[src/rtl/gray_pkg.sv]
// -----------------------------------------------------------------------------
// gray_pkg
// Shared definitions for the Gray-code sequencer:
//   state_t  : sequencer FSM states (IDLE, PRESENT, WAIT)
//   bin2gray : binary to reflected Gray conversion
// -----------------------------------------------------------------------------
package gray_pkg;

  // Widest code the helper functions handle; callers cast to/from this width.
  localparam int GRAY_MAX_WIDTH = 32;

  typedef enum logic [1:0] {
    IDLE    = 2'd0,
    PRESENT = 2'd1,
    WAIT    = 2'd2
  } state_t;

  // Reflected binary Gray code: each bit is the XOR of itself and its upper neighbour.
  function automatic logic [GRAY_MAX_WIDTH-1:0] bin2gray(input logic [GRAY_MAX_WIDTH-1:0] b);
    return b ^ (b >> 1);
  endfunction

endpackage

[src/rtl/gray_tick_div.sv]
// -----------------------------------------------------------------------------
// gray_tick_div
// One-shot DIV-cycle interval timer. A load starts the interval; expire is high
// during the DIV-th cycle after the load so a consumer reacting on that edge
// has seen exactly DIV cycles elapse.
//
// Parameters:
//   DIV    : interval length in cycles (DIV >= 1)
// Ports:
//   clk    : clock, rising edge
//   rst    : synchronous active-high reset (clears count and running flag)
//   load   : (re)start the interval
//   expire : interval complete this cycle
// -----------------------------------------------------------------------------
module gray_tick_div #(
  parameter int DIV = 4
) (
  input  logic clk,
  input  logic rst,
  input  logic load,
  output logic expire
);

  localparam int CW = (DIV > 1) ? $clog2(DIV) : 1;

  logic [CW-1:0] count_r;
  logic          active_r;

  // Down-counter: loads DIV-1, reaches zero on the DIV-th cycle, then stops.
  always_ff @(posedge clk) begin
    if (rst) begin
      count_r  <= {CW{1'b0}};
      active_r <= 1'b0;
    end else if (load) begin
      count_r  <= CW'(DIV - 1);
      active_r <= 1'b1;
    end else if (active_r) begin
      if (count_r == {CW{1'b0}}) begin
        active_r <= 1'b0;
      end else begin
        count_r <= count_r - CW'(1);
      end
    end else begin
      count_r  <= count_r;
      active_r <= active_r;
    end
  end

  assign expire = active_r && (count_r == {CW{1'b0}});

endmodule

[src/rtl/gray_sequencer.sv]
// -----------------------------------------------------------------------------
// gray_sequencer
// Steps an internal binary counter up or down and offers each value as a Gray
// code over a valid/ready handshake, with a DIV-cycle gap after each accepted
// code. Free-run mode wraps forever (wrap pulse); single-pass mode stops after
// the terminal code (done pulse). stop aborts at any time.
//
// Parameters:
//   WIDTH : code width in bits (2 <= WIDTH <= 32)
//   DIV   : idle cycles between an accepted code and the next valid (DIV >= 1)
// Ports:
//   clk, rst     : clock; synchronous active-high reset
//   start, stop  : begin a sequence (idle only) / abort
//   dir, mode    : 1=ascending/0=descending, 0=free-run/1=single pass (latched on start)
//   gray, valid  : offered code and its qualifier
//   ready        : downstream accepts gray
//   busy         : sequence in progress
//   wrap, done   : one-cycle event pulses
//   bin_mirror   : binary value of gray (only with GRAY_SEQ_BIN_MIRROR_EN defined)
//
// Optional feature macro: GRAY_SEQ_BIN_MIRROR_EN
// -----------------------------------------------------------------------------
module gray_sequencer
  import gray_pkg::*;
#(
  parameter int WIDTH = 3,
  parameter int DIV   = 4
) (
  input  logic             clk,
  input  logic             rst,
  input  logic             start,
  input  logic             stop,
  input  logic             dir,
  input  logic             mode,
  output logic [WIDTH-1:0] gray,
  output logic             valid,
  input  logic             ready,
  output logic             busy,
  output logic             wrap,
`ifdef GRAY_SEQ_BIN_MIRROR_EN
  output logic [WIDTH-1:0] bin_mirror,
`endif
  output logic             done
);

  localparam logic [WIDTH-1:0] BIN_MIN = {WIDTH{1'b0}};
  localparam logic [WIDTH-1:0] BIN_MAX = {WIDTH{1'b1}};

  state_t           state_r, state_nxt;
  logic [WIDTH-1:0] bin_r, bin_nxt;
  logic [WIDTH-1:0] gray_r, gray_nxt;
  logic             valid_r, valid_nxt;
  logic             busy_r, busy_nxt;
  logic             wrap_r, wrap_nxt;
  logic             done_r, done_nxt;
  logic             dir_r, dir_nxt;
  logic             mode_r, mode_nxt;
`ifdef GRAY_SEQ_BIN_MIRROR_EN
  logic [WIDTH-1:0] mirror_r, mirror_nxt;
`endif

  logic             load_s;
  logic             expire_s;
  logic             terminal_s;
  logic [WIDTH-1:0] step_s;
  logic [WIDTH-1:0] start_bin_s;

  gray_tick_div #(
    .DIV (DIV)
  ) u_tick_div (
    .clk    (clk),
    .rst    (rst),
    .load   (load_s),
    .expire (expire_s)
  );

  // Counter step, terminal detection and start value, all direction dependent.
  always_comb begin
    if (dir_r) begin
      step_s     = bin_r + WIDTH'(1);
      terminal_s = (bin_r == BIN_MAX);
    end else begin
      step_s     = bin_r - WIDTH'(1);
      terminal_s = (bin_r == BIN_MIN);
    end
    if (dir) begin
      start_bin_s = BIN_MIN;
    end else begin
      start_bin_s = BIN_MAX;
    end
  end

  // Next-state and next-output logic. gray only reloads when a new code is
  // presented, so it keeps showing the last offered code through WAIT and
  // after an abort even though bin has already advanced.
  always_comb begin
    state_nxt = state_r;
    bin_nxt   = bin_r;
    gray_nxt  = gray_r;
    valid_nxt = valid_r;
    busy_nxt  = busy_r;
    dir_nxt   = dir_r;
    mode_nxt  = mode_r;
    wrap_nxt  = 1'b0;
    done_nxt  = 1'b0;
    load_s    = 1'b0;
`ifdef GRAY_SEQ_BIN_MIRROR_EN
    mirror_nxt = mirror_r;
`endif
    case (state_r)
      IDLE: begin
        valid_nxt = 1'b0;
        busy_nxt  = 1'b0;
        if (start && !stop) begin
          state_nxt = PRESENT;
          bin_nxt   = start_bin_s;
          gray_nxt  = WIDTH'(bin2gray(GRAY_MAX_WIDTH'(start_bin_s)));
          dir_nxt   = dir;
          mode_nxt  = mode;
          valid_nxt = 1'b1;
          busy_nxt  = 1'b1;
`ifdef GRAY_SEQ_BIN_MIRROR_EN
          mirror_nxt = start_bin_s;
`endif
        end else begin
          state_nxt = IDLE;
        end
      end
      PRESENT: begin
        if (ready) begin
          // Handshake: the transfer completes even if stop arrives with it.
          bin_nxt = step_s;
          if (stop) begin
            state_nxt = IDLE;
            valid_nxt = 1'b0;
            busy_nxt  = 1'b0;
          end else if (terminal_s && mode_r) begin
            state_nxt = IDLE;
            valid_nxt = 1'b0;
            busy_nxt  = 1'b0;
            done_nxt  = 1'b1;
          end else begin
            state_nxt = WAIT;
            valid_nxt = 1'b0;
            wrap_nxt  = terminal_s;
            load_s    = 1'b1;
          end
        end else if (stop) begin
          state_nxt = IDLE;
          valid_nxt = 1'b0;
          busy_nxt  = 1'b0;
        end else begin
          valid_nxt = 1'b1;
          busy_nxt  = 1'b1;
        end
      end
      WAIT: begin
        if (stop) begin
          state_nxt = IDLE;
          valid_nxt = 1'b0;
          busy_nxt  = 1'b0;
        end else if (expire_s) begin
          state_nxt = PRESENT;
          gray_nxt  = WIDTH'(bin2gray(GRAY_MAX_WIDTH'(bin_r)));
          valid_nxt = 1'b1;
`ifdef GRAY_SEQ_BIN_MIRROR_EN
          mirror_nxt = bin_r;
`endif
        end else begin
          valid_nxt = 1'b0;
        end
      end
      default: begin
        state_nxt = IDLE;
        valid_nxt = 1'b0;
        busy_nxt  = 1'b0;
      end
    endcase
  end

  // State and output registers; reset overrides every other input.
  always_ff @(posedge clk) begin
    if (rst) begin
      state_r <= IDLE;
      bin_r   <= {WIDTH{1'b0}};
      gray_r  <= {WIDTH{1'b0}};
      valid_r <= 1'b0;
      busy_r  <= 1'b0;
      wrap_r  <= 1'b0;
      done_r  <= 1'b0;
      dir_r   <= 1'b0;
      mode_r  <= 1'b0;
    end else begin
      state_r <= state_nxt;
      bin_r   <= bin_nxt;
      gray_r  <= gray_nxt;
      valid_r <= valid_nxt;
      busy_r  <= busy_nxt;
      wrap_r  <= wrap_nxt;
      done_r  <= done_nxt;
      dir_r   <= dir_nxt;
      mode_r  <= mode_nxt;
    end
  end

`ifdef GRAY_SEQ_BIN_MIRROR_EN
  // Binary image of gray, loaded on the same edges as gray.
  always_ff @(posedge clk) begin
    if (rst) begin
      mirror_r <= {WIDTH{1'b0}};
    end else begin
      mirror_r <= mirror_nxt;
    end
  end

  assign bin_mirror = mirror_r;
`endif

  assign gray  = gray_r;
  assign valid = valid_r;
  assign busy  = busy_r;
  assign wrap  = wrap_r;
  assign done  = done_r;

endmodule
[config.mk]
export PLATFORM = sky130hd
export DESIGN_NAME = gray_sequencer
export DESIGN_NICKNAME = d
export VERILOG_FILES = /design/src/rtl/gray_pkg.sv /design/src/rtl/gray_tick_div.sv /design/src/rtl/gray_sequencer.sv
export SDC_FILE = /design/constraint.sdc
export NUM_CORES = 1
export LEC_CHECK = 0
export ABC_CLOCK_PERIOD_IN_PS = 3600
export CORE_ASPECT_RATIO = 1.5
export CORE_MARGIN = 1.5
export CORE_UTILIZATION = 35
export CTS_CLUSTER_SIZE = 20
export DETAILED_ROUTE_END_ITERATION = 8
export SYNTH_ARGS = -nofsm -noshare
export SYNTH_HDL_FRONTEND = slang
export SYNTH_SLANG_ARGS = --single-unit
[constraint.sdc]
create_clock -name clk -period 3.6 [get_ports clk]
set_input_delay 0.72 -clock clk [delete_from_list [all_inputs] [get_ports clk]]
set_output_delay 0.72 -clock clk [all_outputs]
set_load 0.005 [all_outputs]
Word-level counts from Yosys, hierarchy flattened
Cells that the tools add are included.
{ "word_totals": {"inputBits": 7, "register_bits": 17, "output_inout_bits": 7, "word_cells": 88} }
{ "classes": {"bitwise_logic": 4, "mux": 40, "n_eq_ne": 12, "n_addsub": 3, "reduce_logical": 18} }
{ "ops": {"columns": ["cell", "n"], "rows": [
  ["$mux W3", 7],
  ["$mux W1", 19],
  ["$mux W2", 9],
  ["$ne A2 B2 Y1 const B", 6],
  ["$pmux W3 S2", 2],
  ["$reduce_and A2 Y1", 4],
  ["$ne A3 B3 Y1 const B", 2],
  ["$pmux W1 S3", 2],
  ["$pmux W2 S3", 1],
  ["$reduce_bool A2 Y1", 3],
  ["$xor A3 B2 Y3", 2],
  ["$reduce_or A5 Y1", 1],
  ["$logic_not A2 Y1", 2],
  ["$ne A4 B4 Y1 const B", 1],
  ["$reduce_and A4 Y1", 1],
  ["$reduce_or A4 Y1", 1],
  ["$add A3 B1 Y3 const B", 1],
  ["$eq A3 B3 Y1 const B", 1],
  ["$logic_and A1 B1 Y1", 3],
  ["$logic_not A3 Y1", 1],
  ["$reduce_and A3 Y1", 1],
  ["$sub A3 B1 Y3 const B", 1],
  ["$eq A2 B1 Y1 const B", 1],
  ["$eq A2 B2 Y1 const B", 1],
  ["other kinds (3)", 4]
]} }

Longest topological paths before layout
{ "logic_depth": {"ltp_word": 9, "mapped_depth": 6, "mapped_depth_nobuf": 5} }

Hierarchy
From an unflattened synthesis, not the netlist that was laid out.
{ "hier_totals": {"cells_unflattened": 102, "hier_area_um2": 929.6} }
{ "by_module_without_submodules": {"columns": ["module", "area_per_inst_um2", "cells_each", "instances"], "rows": [
  ["gray_sequencer", 775.7, 87, 1],
  ["gray_tick_div", 153.9, 15, 1]
]} }

Worst setup path before layout
Ideal clock, no wire load.
{ "synth_timing": {"path_type": "input-to-reg", "startpoint": "input port stop", "endpoint": "register bin_r[1]", "path_stages": 4, "setup_time_ns": 0.122, "setup_slack_ns": 1.967, "t_arrival_ns": 1.511, "n_path_buf": 1, "path_cell_list": "buf_2 > nor4b_4 > o221ai_1 > o311a_1"} }
{ "synth_between": {"elab_chain_len": 4} }
{ "synth_lines": {"columns": ["element", "line", "source"], "rows": [
  ["start, declared", "gray_sequencer.sv:32", "input logic stop,"],
  ["$logic_not A1 Y1", "gray_sequencer.sv:114", "if (start && !stop) begin"],
  ["$logic_and A1 B1 Y1", "gray_sequencer.sv:114", null],
  ["$ne A2 B2 Y1 (no source line)", null, null],
  ["$reduce_and A3 Y1 (no source line)", null, null],
  ["end signal, assigned", "gray_sequencer.sv:185", "bin_r <= {WIDTH{1'b0}};"],
  ["end signal, assigned", "gray_sequencer.sv:195", "bin_r <= bin_nxt;"],
  ["end, declared", "gray_sequencer.sv:50", "logic [WIDTH-1:0] bin_r, bin_nxt;"]
]} }
No other way between the ends.
A chain may end at the register's enable or synchronous reset.

Final worst setup path
{ "layout_timing": {"startpoint": "input port stop", "endpoint": "register bin_r[2]"} }
The elaborated chain is that of the path after synthesis.

==> summary.md <==
| Metric | Value |
|---|---|
| CTS tree | `built` |
| Core region area | `0.00268 sq mm` |
| Outcome | `finished clean` |
| Fin cells | `150` |
| Flops & latches, synth | `17` |
| Mapped Nets | `114` |
| Clock sink count | `17` |
| Slew headroom | `0.648` |
| Most frequent cells in the layout | `dfxtp_1, clkdlybuf4s50_1, inv_1, nand2_1, nor2b_1` |
| Worst Setup End Kind | `flip-flop` |
| DR vias | `794` |
| Syn avg cell area | `between 9 and 10 sq um` |
| Worst Hold Class | `flip-flop to flip-flop` |
| CTS clk-pin slew, worst paths | `around 70 ps` |
| Post-DRT Antenna Nets | `0` |
| WL per Instance | `12.8 um` |
| Switch share | `0.260` |
| Total GRT Usage | `0.143` |
| Die area | `about 0.0031 sq mm` |
| GPL Wtd Cong | `0.784` |
| Post_cts resized | `0` |
| Deepest clock path buffer count | `2` |
| Starting Density | `0.365` |
| Total CTS buffers | `3` |
| Vias in the first global route | `735` |
| Worst-Margin Slew | `527 ps` |
| Post-DP HPWL | `roughly 1500 um` |
| Setup crit start kind | `input port` |
| Clk Latency, worst-skew pair | `about 250 ps` |
| Final nets | `125` |
| Leakage power | `0.000398 uW` |
| Minimum clock period | `1950 ps` |
| Area growth syn-to-layout | `18.4%` |
| # IOs | `14` |
| Initial DRC Count | `19` |
| First-pass GRT wire length | `3110 um` |
| Layout Skew | `around 1.1 ps` |
| Final wirelength | `1920 um` |
| Final setup vio count | `0` |
| Die H | `67.7 um` |
| Hold Violations, Final | `0` |
| RSZ-0062 raised after global routing | `false` |
| CP max FO | `8` |
| Diodes inserted | `0` |
| Data required, critical path | `3790 ps` |
| CTS root buf | `clkbuf_8` |
| Synth warn | `0` |
| Drt drc | `0` |
| Share of cells above drive strength 1 | `0.0796` |
| Net Switching | `108 uW` |
| Power density over the cells | `359 mW/mm^2` |
| Synthesized instance count | `103` |
| Final cycle utilization of the critical path | `0.542` |
| CTS hold repair buffers | `0` |
| Die W | `46.1 um` |
| Post-Syn Area | `977 sq um` |
| Max Cap Viol | `0` |
| Avg Vias per Cell | `roughly 5.3` |
| First-pass DRT Iterations | `4` |
| TNS Setup | `0 ps` |
| H-tree depth | `1` |
| FILL cells | `around 260` |
| Slew Viols, Final | `0` |
| Worst Path Arrival | `2140 ps` |
| Max Freq | `512 MHz` |
| Setup CP Type | `input port to flip-flop` |
| Antenna violations before repair | `0` |
| Comb pwr share | `0.151` |
| Internal power | `307 uW` |
| Grt total ovfl | `0` |
| Post-Place Cells | `146` |
| Site Rows | `23` |
| Commonest non-fill, non-tap cell in the layout | `dfxtp_1` |
| Register share of total power | `0.498` |
| Worst-case vdd ir drop | `0.212 mV` |
| Netlist cell types | `44` |
| # Post-CTS Setup Buffers | `0` |
| Clock share of power | `0.351` |
| Largest net degree at the start of global routing | `18` |
| Seq/Total Area, Yosys | `0.348` |
| Port bufs | `13` |
-- sequential cells by signal, indices dropped and copies added (netlist names) --
signal,count
bin_r,3
busy,1
dir_r,1
done,1
gray,3
mode_r,1
state_r,2
u_tick_div.active_r,1
u_tick_div.count_r,2
valid,1
wrap,1
-- worst paths after layout --
path / start / end / cells after the start / slack [ps]
setup / recovery: stop / bin_r[2] / 4 / 1650
hold / removal: gray[1] / gray[1] / 2 / 460
setup reg to reg: state_r[1] / bin_r[2] / 3 / 2010
hold reg to reg: gray[1] / gray[1] / 2 / 460
-- power groups by stage --
stage / clock [uW] / sequential (uW) / combinational, uW
after floorplan: 0 / 205 / 50.1
after global placement: 0 / 211 / 62.2
after detailed placement: 0 / 211 / 62.8
after CTS: 150 / 207 / 63.7
after global routing: 157 / 208 / 69.2
final: 146 / 207 / 62.6
-- cell usage after synthesis (all sizes together) --
library cell   n  area (sq um)
nand4b         1          8.76
nor3           1          5.00
nand2          7          26.3
nor2           5          18.8
nand3b         1          7.51
mux2i          5          50.1
o311ai         1          16.3
nand4          2          12.5
a221oi         3          32.5
a31oi          1          6.26
mux2           1          11.3
or2            1          6.26
inv            7          26.3
or3b           2          17.5
clkbuf         2          7.51
a211oi         2          15.0
o2bb2ai        1          8.76
clkinv         1          3.75
nand3          3          15.0
o311a          1          10.0
fa             1          20.0
o221ai         1          8.76
o21ai          1          5.00
ha             3          37.5
dfxtp         17           340
a21oi          1          5.00
nor3b          2          15.0
a211o          1          8.76
nor4b          2          32.5
nor2b          6          37.5
o211ai         3          27.5
buf            5          33.8
xor2           1          8.76
or4b           1          10.0
o22ai          2          12.5
and3b          1          12.5
nand2b         2          12.5
o22a           1          8.76
xnor2          4          35.0
-- cells by family (layout without fill, tap and decap cells) --
family	after synthesis	in the layout	share of synthesized area
xor+xnor	5	5	0.0448
fa+ha+maj	4	4	0.0589
compound gates	19	19	0.169
buf+inv	15	25	0.0730
mux	6	6	0.0627
flops	17	17	0.348
simple gates	37	37	0.243
-- metal layers --
metal | vias up | wire, um | part of all wire | track usage
li1 | 393 | - | - | -
met1 | 380 | 788 | 0.41 | 0.142
met2 | 17 | 1020 | 0.53 | 0.252
met3 | 4 | 57 | 0.030 | 0.0241
met4 | 0 | 55 | 0.029 | 0.107
met5 | - | 0 | 0 | 0
-- through the flow --
step	hold slack [ps]	cell area [sq um]	total power (uW)	setup WS, ps	utilization
6_report	464	1160	415	1650	0.432
5_1_grt	480	1160	434	1560	0.432
4_1_cts	470	1160	420	1650	0.432
3_5_place_dp	460	1110	274	1380	0.416
3_3_place_gp	456	1110	273	1360	0.416
2_1_floorplan	455	977	255	1970	-
-- worst max-delay path: stages --
cell and delay, ps:
clkdlybuf4s50_1 660, nor4b_4 120, or4b_1 550, o211ai_2 80
-- final cells by class --
| class | instances | area, sq um | share of cell area |
|---|---|---|---|
| Clock buffer | 4 | 45.0 | 0.0389 |
| Inverter | 8 | 30.0 | 0.0259 |
| Multi-Input combinational cell | 71 | 566 | 0.489 |
| Sequential cell | 17 | 340 | 0.294 |
| Tap cell | 37 | 46.3 | 0.0400 |
| Timing Repair Buffer | 13 | 130 | 0.112 |
No activity file was read; power rests on OpenSTA's default activity.
